$ cat src/rtl/home_event_decoder.sv
// home_event_decoder: validates home-monitor poll frames, stretches pulses into actuator drives, queues new activations.
// Optional ERR_COUNT_EN adds a saturating malformed-frame counter on err_count.
module home_event_decoder #(
  parameter int HOLD_CYCLES = 10,
  parameter int HOLD_W      = 4,
  parameter int FIFO_DEPTH  = 4
`ifdef ERR_COUNT_EN
  , parameter int ERR_W     = 8
`endif
) (
  input  logic                          Clk,
  input  logic                          Rst,
  input  logic [5:0]                    in_bus,
  input  logic [2:0]                    in_code,
  input  logic                          evt_ready,
  input  logic                          ovf_clr,
  output logic                          fdoor_act,
  output logic                          rdoor_act,
  output logic                          alarm_act,
  output logic                          win_act,
  output logic                          heater_act,
  output logic                          cooler_act,
  output logic                          evt_valid,
  output logic [2:0]                    evt_code,
  output logic [$clog2(FIFO_DEPTH):0]   evt_count,
  output logic                          evt_ovf,
  output logic                          frame_err
`ifdef ERR_COUNT_EN
  , output logic [ERR_W-1:0]            err_count
`endif
);
  localparam int AW = $clog2(FIFO_DEPTH);
  localparam int CW = AW + 1;
  logic [5:0]        exp_bus;
  logic              is_evt, frame_ok;
  logic [5:0]        hit, kill, act;
  logic [HOLD_W-1:0] cnt_q [6];
  logic [HOLD_W-1:0] cnt_d [6];
  logic [2:0]        mem_q [FIFO_DEPTH];
  logic [AW-1:0]     wp_q, wp_d, rp_q, rp_d;
  logic [CW-1:0]     count_q, count_d;
  logic              ovf_q, ovf_d, ferr_q;
  logic              push, pop, full, wr, drop;
  // Channel c (0 = fdoor .. 5 = cooler) carries code c+1 on bus bit 5-c
  always_comb begin
    exp_bus  = 6'b100000 >> (in_code - 3'd1);
    is_evt   = in_code != 3'd0 && in_code != 3'd7 && in_bus == exp_bus;
    frame_ok = is_evt || (in_code == 3'd0 && in_bus == 6'd0);
    for (int c = 0; c < 6; c++) begin
      hit[c] = is_evt && in_code == 3'(c + 1);
      act[c] = cnt_q[c] != '0;
    end
  end
  // Heater and cooler cancel each other's hold
  assign kill = {hit[4], hit[5], 4'b0000};
  always_comb begin
    for (int c = 0; c < 6; c++)
      cnt_d[c] = hit[c] ? HOLD_W'(HOLD_CYCLES) : (kill[c] || !act[c]) ? '0 : cnt_q[c] - HOLD_W'(1);
  end
  always_comb begin
    push    = |(hit & ~act);
    pop     = count_q != '0 && evt_ready;
    full    = count_q == CW'(FIFO_DEPTH);
    wr      = push && (!full || pop);
    drop    = push && full && !pop;
    wp_d    = wr ? wp_q + AW'(1) : wp_q;
    rp_d    = pop ? rp_q + AW'(1) : rp_q;
    count_d = count_q + CW'(wr) - CW'(pop);
    ovf_d   = (ovf_q && !ovf_clr) || drop;
  end
  always_ff @(posedge Clk) begin
    if (Rst) begin
      for (int c = 0; c < 6; c++) cnt_q[c] <= '0;
      for (int i = 0; i < FIFO_DEPTH; i++) mem_q[i] <= '0;
      wp_q    <= '0;
      rp_q    <= '0;
      count_q <= '0;
      ovf_q   <= 1'b0;
      ferr_q  <= 1'b0;
    end else begin
      cnt_q   <= cnt_d;
      if (wr) mem_q[wp_q] <= in_code;
      wp_q    <= wp_d;
      rp_q    <= rp_d;
      count_q <= count_d;
      ovf_q   <= ovf_d;
      ferr_q  <= !frame_ok;
    end
  end
`ifdef ERR_COUNT_EN
  logic [ERR_W-1:0] err_q, err_d;
  assign err_d = (!frame_ok && err_q != '1) ? err_q + ERR_W'(1) : err_q;
  always_ff @(posedge Clk) begin
    if (Rst) err_q <= '0;
    else     err_q <= err_d;
  end
  assign err_count = err_q;
`endif
  assign {fdoor_act, rdoor_act, alarm_act, win_act, heater_act, cooler_act} =
         {act[0], act[1], act[2], act[3], act[4], act[5]};
  assign evt_valid = count_q != '0;
  assign evt_code  = mem_q[rp_q];
  assign evt_count = count_q;
  assign evt_ovf   = ovf_q;
  assign frame_err = ferr_q;
endmodule

$ cat config.mk
export PLATFORM = sky130hd
export DESIGN_NAME = home_event_decoder
export DESIGN_NICKNAME = d
export VERILOG_FILES = /design/src/rtl/home_event_decoder.sv
export SDC_FILE = /design/constraint.sdc
export NUM_CORES = 1
export LEC_CHECK = 0
export ABC_AREA = 1
export BUFFER_PORTS_ARGS = -buffer_cell sky130_fd_sc_hd__buf_2
export CORE_MARGIN = 10
export CORE_UTILIZATION = 40
export DETAILED_ROUTE_END_ITERATION = 16
export GPL_TIMING_DRIVEN = 0
export SYNTH_ARGS = -nofsm -noshare
export SYNTH_HDL_FRONTEND = slang
export SYNTH_SLANG_ARGS = --single-unit
$ cat constraint.sdc
create_clock -name Clk -period 3.9 [get_ports Clk]
set_clock_uncertainty 0.15 [all_clocks]
set_input_delay 0.78 -clock Clk [delete_from_list [all_inputs] [get_ports Clk]]
set_output_delay 0.78 -clock Clk [all_outputs]
set_load 0.01 [all_outputs]
# [After elaboration in Yosys (flattened, before gate mapping)]
# Memory sizes are Yosys's and may differ from the RTL's. A register that Yosys moved wholly into a read port is not among the register bits.
# Cells that the tools add are included.
[totals] register_bits=33 mem_bits_rw=12 in_bits=13 output_inout_bits=15 word_cells=110 memories=1
[memory_table] memory="mem_q" words=4 width=3 rd=1 rd_clocked_by_memory_dff=1 write_ports=4 line="39" rtl="logic [2:0] mem_q [FIFO_DEPTH];"
[classes] n_addsub=11 n_eq_ne=9 shift=1 muxes=22 n_bitwise=6 n_reduce_logical=43
[ops] cell="4-bit 2-to-1 mux" count=12
[ops] cell="4-bit nonzero test" count=6
[ops] cell="4-bit by 1-bit subtractor with 4-bit output (second input constant)" count=6
[ops] cell="3-bit OR reduction" count=7
[ops] cell="1-bit logical AND" count=14
[ops] cell="3-bit equality test (second input constant)" count=4
[ops] cell="6-bit AND" count=1
[ops] cell="3-bit by 2-bit equality test with 1-bit output (second input constant)" count=2
[ops] cell="6-bit equality test" count=1
[ops] cell="1-bit logical NOT" count=6
[ops] cell="6-bit logical NOT" count=1
[ops] cell="1-bit 2-to-1 mux" count=6
[ops] cell="2-bit 2-to-1 mux" count=3
[ops] cell="6-bit NOT" count=1
[ops] cell="3-bit nonzero test" count=2
[ops] cell="6-bit OR reduction" count=1
[ops] cell="6-bit by 3-bit >> shifter with 6-bit output (first input constant)" count=1
[ops] cell="1-bit logical OR" count=5
[ops] cell="2-bit by 1-bit adder with 2-bit output (second input constant)" count=2
[ops] cell="1-bit NOT" count=4
[ops] cell="3-bit by 1-bit adder with 3-bit output" count=1
[ops] cell="3-bit by 1-bit equality test with 1-bit output (second input constant)" count=1
[ops] cell="3-bit logical NOT" count=1
[ops] cell="3-bit 2-to-1 mux" count=1
[ops] cell="other kinds (3)" count=3

# [Depth between registers and ports, before layout]
# Gate-level depths: netlist of the first run.
[depth] word_depth=13 ltp_mapped=24 ltp_nobuf=22

# [Worst setup path before layout of the first run]
# OpenSTA, ideal clock, no wires.
[synth_path] path_kind="in2reg" from="input in_code[2]" to="register count_q[2], in the netlist evt_count[2]" setup_ns=0.126 arrival_ns=3.623 required_time_ns=3.624 path_slack_ns=0.001 stages=23 n_path_buf=1 cell_sequence="clkinv_1 ha_1 buf_2 inv_2 nand3_1 nand2_1 inv_2 nor2_1 nand2_1 nor2_4 nand2_2 o21ai_2 inv_2 nand2_4 nand2_2 ha_1 inv_1 ha_1 inv_1 fa_1 xor2_1 o21ai_0 a21oi_1"
[synth_between] elab_chain_cells=10 elab_cells_between_ends=24 classes_between="3 x add/sub; 8 x eq/ne; 1 x shift; 1 x bitwise; 11 x reduce/logical"
[synth_lines] item="start: declaration" line="14" rtl="input logic [2:0] in_code,"
[synth_lines] item="3-bit by 1-bit subtractor with 3-bit output" line="46" rtl="exp_bus = 6'b100000 >> (in_code - 3'd1);"
[synth_lines] item="6-bit by 3-bit >> shifter with 6-bit output" line="46"
[synth_lines] item="6-bit equality test" line="47" rtl="is_evt = in_code != 3'd0 && in_code != 3'd7 && in_bus == exp_bus;"
[synth_lines] item="1-bit logical AND" line="47"
[synth_lines] item="1-bit logical AND" line="50" rtl="hit[c] = is_evt && in_code == 3'(c + 1);"
[synth_lines] item="6-bit AND (*)" line="61" rtl="push = |(hit & ~act);"
[synth_lines] item="6-bit OR reduction (*)" line="61"
[synth_lines] item="1-bit logical AND (*)" line="64" rtl="wr = push && (!full || pop);"
[synth_lines] item="3-bit by 1-bit adder with 3-bit output (*)" line="68" rtl="count_d = count_q + CW'(wr) - CW'(pop);"
[synth_lines] item="3-bit by 1-bit subtractor with 3-bit output (*)" line="68"
[synth_lines] item="end signal: assignment" line="85" rtl="count_q <= count_d;"
[synth_lines] item="end: declaration" line="41" rtl="logic [CW-1:0] count_q, count_d;"
# Every way passes the cells marked *; elsewhere a longest branch is shown, timed or not.
# A chain may end at the register's enable or synchronous reset.

# [Final worst setup path of the first run]
[layout_path] from="input in_code[0]" to="register count_q[2], in the netlist evt_count[2]"
# Same word-level chain as after synthesis.

==> out/qor.txt, run 1 <==
Final GP Congestion: 0.8197
H-tree Lvls: 2
Worst-Margin Slew: 0.5198 ns
die area: 9588 µm²
Root Driver: clkbuf_8
Final Cycle Share: 94.74%
grt ovf: 0
Initial Util: 41.02%
Syn Area/Cell: 7.473 µm²
worst endpoint data arrival time: 3.74 ns
Die Width: 97.92 µm
CTS Buffer Depth: 2
Worst Hold Class: reg -> reg
RSZ-0062 raised after global routing: no
WL per Instance: 11.05 µm
Cell Pwr Density: 571.4 nW/µm²
largest net degree at the start of global routing: 16
sequential fraction of the synthesis area: 43.69%
first-pass GRT wire length: 8.418 mm
critical path class: in -> reg
Synth Warn #: 0
DP Area: 2643 µm²
port bufs: 24
synth unique cells: 35
Worst Path Required: 3.94 ns
DR vias: 2051
# DRC: 0
Area contributors post-synth: dfxtp_1 (29%), edfxtp_1 (15%), nand2_1 (8.5%)
# diodes: 0
initial antenna violation count: 0
clk_lat worst skew: 0.30 ns
Final ANT Viol Nets: 0
max-cap check violation count: 0
Nets: 383
clock slew at reported path FFs: 0.09 ns
die height: 97.92 µm
CP startpoint: in_code[0]
Site Rows: 28
max frequency: 270.6 MHz
Pins Over Slew Limit: 0
total CTS buffers: 5
DRT Pass-1 Iters: 4
Routed WL: 4.853 mm
layout cells sized above 1: 22.25%
Critical Path Fanout Max: 9
final hold violations: 0
Synth Cell Area: 2429 µm²
Core Util, Final: 48.37%
Iteration-0 DRC Markers: 108
Yosys top cell by area: dfxtp_1
Layout fillers: 586
vias in the first global route: 1900
post-route cell area: 2864 µm²
CP endpoint kind: flip-flop
reg2reg start: cnt_q[0]
clock sink count: 47
HP Start: cnt_q[4]
Core Area: 5921 µm²
Via density: 4.672
flops & latches, synth: 47
Ports: 28
Final setup viols: 0
synthesized net count: 345
Detail Placement HPWL: 3.807 mm
Leak: 1.339 nW
status: finished, final reports clean
top cell type's share of synthesized area: 28.85%
GRT Overall Usage: 10.23%
Setup crit start kind: primary input
CTS tree: done
Area Overhead vs Synth: 17.93%
peak supply drop: 0.0003656 V
slew margin rel.: 65.34%
min Tclk post-route: 3.695 ns
synthesized netlist cell count: 325
worst paths after layout:
| check | end | slack [ns] | depth (start not counted) |
|---|---|---|---|
| max reg2reg | evt_count[2] | 1.23 | 17 |
| min reg2reg | cnt_q[4] | 0.27 | 1 |
| max | evt_count[2] | 0.21 | 24 |
| min | cnt_q[4] | 0.27 | 1 |
flip-flops by register name (all words and copies together) (netlist names), named ones only:
name,cells
wp_q,2
mem_q,12
evt_count,3
rp_q,2
frame_err,1
cnt_q,24
evt_ovf,1
where the power goes:
group / total (W) / internal (W) / switching (W)
clock: 0.000355 / 0.000191 / 0.000164
sequential: 0.000646 / 0.000593 / 0.0000531
combinational: 0.000635 / 0.000242 / 0.000393
total: 0.00164 / 0.00103 / 0.000610
cell usage after synthesis:
| library cell | number |
|---|---|
| o21ai_0 | 12 |
| o21ai_1 | 1 |
| nand2_2 | 2 |
| nand3_1 | 28 |
| fa_1 | 1 |
| edfxtp_1 | 12 |
| buf_2 | 2 |
| clkbuf_1 | 4 |
| a21oi_1 | 20 |
| inv_1 | 45 |
| nand3_4 | 1 |
| buf_4 | 1 |
| a31o_2 | 1 |
| o21ai_2 | 1 |
| nor2_2 | 2 |
| clkinv_1 | 2 |
| nor3_1 | 1 |
| or2_2 | 5 |
| ha_1 | 6 |
| nor4_1 | 1 |
| nor2_4 | 5 |
| nor3_2 | 3 |
| nand4_1 | 4 |
| nor2_1 | 55 |
| a31oi_1 | 4 |
| xor2_1 | 1 |
| nand4_2 | 1 |
| buf_6 | 1 |
| dfxtp_1 | 35 |
| inv_2 | 6 |
| inv_4 | 2 |
| xnor2_1 | 1 |
| nand2_4 | 1 |
| o22ai_1 | 3 |
| nand2_1 | 55 |
through the flow:
| stage | instances | hold WS [ns] | setup WS [ns] | setup TNS, ns | total power, W |
|---|---|---|---|---|---|
| after detailed placement | 424 | 0.2552 | -0.5429 | -0.8950 | 0.001277 |
| final | 439 | 0.2669 | 0.2050 | 0 | 0.001636 |
| after floorplan | 325 | 0.2421 | 0.001271 | 0 | 0.001100 |
| after CTS | 432 | 0.2679 | 0.01793 | 0 | 0.001633 |
| after global routing | 439 | 0.2788 | 0.01922 | 0 | 0.001789 |
| after global placement | 424 | 0.2512 | -0.5388 | -0.8991 | 0.001267 |
layout make-up:
cell class                 instances  area [µm²]  share of cell area, %
buffer                             8       50.05                  1.747
clock buffer                       5       68.82                  2.403
clock inverter                     3       43.79                  1.529
inverter                          55       219.0                  7.645
multi-input combinational        215        1155                  40.32
sequential                        47        1061                  37.05
tap                               75       93.84                  3.277
timing repair buffer              31       172.7                  6.029
worst max-delay path, stage by stage:
cell,delay (ns)
buf_4,0.16
nor2_4,0.13
ha_1,0.24
buf_6,0.14
inv_4,0.06
nand3_1,0.07
nand2_1,0.07
nand2_1,0.05
nor2_1,0.14
nand2_1,0.11
nor2_4,0.23
nand2_2,0.10
o21ai_2,0.13
inv_2,0.05
nand2_4,0.08
nand2_4,0.07
ha_4,0.22
inv_1,0.05
ha_1,0.13
inv_1,0.05
fa_2,0.33
xor2_1,0.15
o21ai_0,0.14
a21oi_1,0.05
logic make-up (layout without fill, tap and decap cells):
logic type	after synthesis	in the layout	synth area share, %
AND/OR/NAND/NOR	164	164	31.84
buffers and inverters	63	102	10.51
flip-flops	47	47	43.69
AO/OA/AOI/OAI	42	42	9.325
adder cells (fa/ha/maj)	7	7	3.915
XOR/XNOR	2	2	0.7214
metal layers:
metal	track usage (%)	routed length [µm]	vias to the layer above
li1	-	-	1115
met1	11.81	2218	902
met2	17.16	2380	26
met3	3.171	183	8
met4	4.139	71	0
met5	0	0	-
placed cells by master (no fill, tap or decap), types with 3 or more instances in the layout:
master,n
clkbuf_1,4
inv_1,45
dfxtp_1,35
edfxtp_1,12
or2_2,5
a21oi_1,20
nand4_1,4
a31oi_1,4
buf_4,8
ha_1,5
nor2_4,5
nand2_1,54
nor2_1,55
inv_4,3
inv_2,5
o21ai_0,12
o22ai_1,3
nand3_2,4
nand3_1,24
nor3_2,3
clkbuf_8,5
buf_2,25
what timing repair did:
item / CTS / global route
endpoints found under the setup margin: 2 / 2
pin swaps: 0 / 7
gates resized for setup: 2 / 12
hold buffers: 0 / 0
buffers inserted: 0 / 7
hold endpoints to repair: 0 / 0
No activity file was read; power rests on OpenSTA's default activity.
==> run 2: changes to the inputs <==
- CELL_PAD_IN_SITES_DETAIL_PLACEMENT: default -> 0
- CELL_PAD_IN_SITES_GLOBAL_PLACEMENT: default -> 1
- CORE_UTILIZATION: 40 -> 38
- PLACE_DENSITY_LB_ADDON: default -> 0.1
==> run 2 against run 1 <==
Effect of this change:
- register-to-register slack got worse by 0.08 ns
- die area rose by 4.2%
- final cell count did not move
- setup slack improved by 0.061 ns
- global-route usage rose by 0.61 points
- core utilization fell by 2.2 points
- highest routed layer unchanged
- largest cell class unchanged
- sequential share of layout area fell by 0.42 points
- routed wire length rose by 7.0%
==> out/qor.txt, run 2 (synthesis results as in run 1) <==
status: finished, final reports clean
Cell Pwr Density: 594.7 nW/µm²
CP endpoint kind: flip-flop
DRT Pass-1 Iters: 4
min Tclk post-route: 3.634 ns
DR vias: 2077
Area Overhead vs Synth: 19.27%
Leak: 1.353 nW
# diodes: 0
Register Area: 1061 µm²
clock sink count: 47
H-tree Lvls: 2
Initial Util: 38.69%
slew margin rel.: 62.38%
Critical Path Fanout Max: 9
Worst Path Required: 3.95 ns
Iteration-0 DRC Markers: 61
port bufs: 24
area of the multi-input gates: 1171 µm²
initial antenna violation count: 0
clk_lat worst skew: 0.30 ns
critical path class: in -> reg
peak supply drop: 0.0003233 V
total CTS buffers: 5
Die Width: 99.95 µm
max reg flops: 24
Place WS: -0.5510 ns
GRT Overall Usage: 10.84%
die area: 9989 µm²
Worst-Margin Slew: 0.5642 ns
Detail Placement HPWL: 3.970 mm
WL per Instance: 11.83 µm
Final Cycle Share: 93.17%
final hold violations: 0
Core Area: 6277 µm²
worst endpoint data arrival time: 3.68 ns
Ports: 28
DP Area: 2645 µm²
fin worst setup slack: 0.2665 ns
CTS Buffer Depth: 2
Pins Over Slew Limit: 0
Site Rows: 29
vias in the first global route: 2032
RSZ-0062 raised after global routing: no
die height: 99.95 µm
Biggest register: cnt_q
Final setup viols: 0
Root Driver: clkbuf_8
Nets: 381
# hold bufs at CTS: 0
total power: 0.001723 W
Via density: 4.731
first-pass GRT wire length: 9.142 mm
max frequency: 275.2 MHz
most frequent cells in the layout: nor2_1 (53), nand2_1 (53), inv_1 (45), dfxtp_1 (35)
grt ovf: 0
CTS tree: done
post-route cell area: 2897 µm²
Final GP Congestion: 0.7967
largest net degree at the start of global routing: 15
Layout fillers: 639
Worst Hold Class: reg -> reg
setup TNS: 0 ns
Routed WL: 5.192 mm
clock slew at reported path FFs: 0.09 ns
max-cap check violation count: 0
Setup crit start kind: primary input
Final ANT Viol Nets: 0
layout cells sized above 1: 22.65%
# DRC: 0
## run 2: cell count changes in the layout (fill, tap and decap cells not counted), moves of 2 or more
cell,before,now
buf_4,8,6
clkinv_4,2,0
nor2_1,55,53
nor2_2,2,4
## run 2: area by class of cell
class | instances | area share (%)
buffer | 8 | 1.857
clock buffer | 6 | 2.505
clock inverter | 2 | 2.073
inverter | 55 | 7.646
multi-input combinational | 215 | 40.43
sequential | 47 | 36.63
tap | 77 | 3.326
timing repair buffer | 29 | 5.529
## run 2: through the flow
step / hold WS (ns) / instances / util, %
2_1_floorplan: 0.2421 / 325 / -
3_3_place_gp: 0.2513 / 426 / 42.14
3_5_place_dp: 0.2529 / 426 / 42.14
4_1_cts: 0.2663 / 434 / 44.61
5_1_grt: 0.2932 / 439 / 46.14
6_report: 0.2650 / 439 / 46.14
## run 2: path summary, 6_finish.rpt
kind                    from      endpoint  slack [ns]  depth (start not counted)
setup / recovery  in_code[0]  evt_count[2]        0.27                         24
hold reg to reg     cnt_q[4]      cnt_q[4]        0.27                          1
setup reg to reg    cnt_q[0]  evt_count[2]        1.15                         17
hold / removal      cnt_q[4]      cnt_q[4]        0.27                          1
## run 2: per-layer routing
metal | wire length [µm] | track usage, %
met2 | 2444 | 17.72
met1 | 2403 | 13.39
met5 | 0 | 0
met3 | 293 | 3.434
met4 | 50 | 2.977
## run 2: worst max-delay path, stage by stage
cell and delay, ns:
buf_6 0.12, nor2_4 0.15, ha_4 0.21, buf_6 0.14, inv_4 0.06, nand3_1 0.08, nand2_1 0.09, inv_2 0.04
nor2_2 0.11, nand2_2 0.07, nor2_4 0.24, nand3_2 0.10, nand2_2 0.09, nor2_1 0.07, nand2_4 0.08, nand2_4 0.06
ha_1 0.28, inv_1 0.05, ha_1 0.12, inv_1 0.05, fa_2 0.33, xor2_1 0.18, buf_4 0.14, a21oi_2 0.04
## run 2: timing repair
action,4_1_cts,5_1_grt
endpoints found under the setup margin,2,2
setup buffers,0,5
pin swaps,1,7
resized for setup,6,17
cloned,0,0
## run 2: where the power goes
part | switching (W) | leakage [nW] | internal, W | total, W
Combinational | 0.000404 | 0.878 | 0.000256 | 0.000661
Clock | 0.000158 | 0.0654 | 0.000256 | 0.000415
Sequential | 0.0000543 | 0.410 | 0.000593 | 0.000647
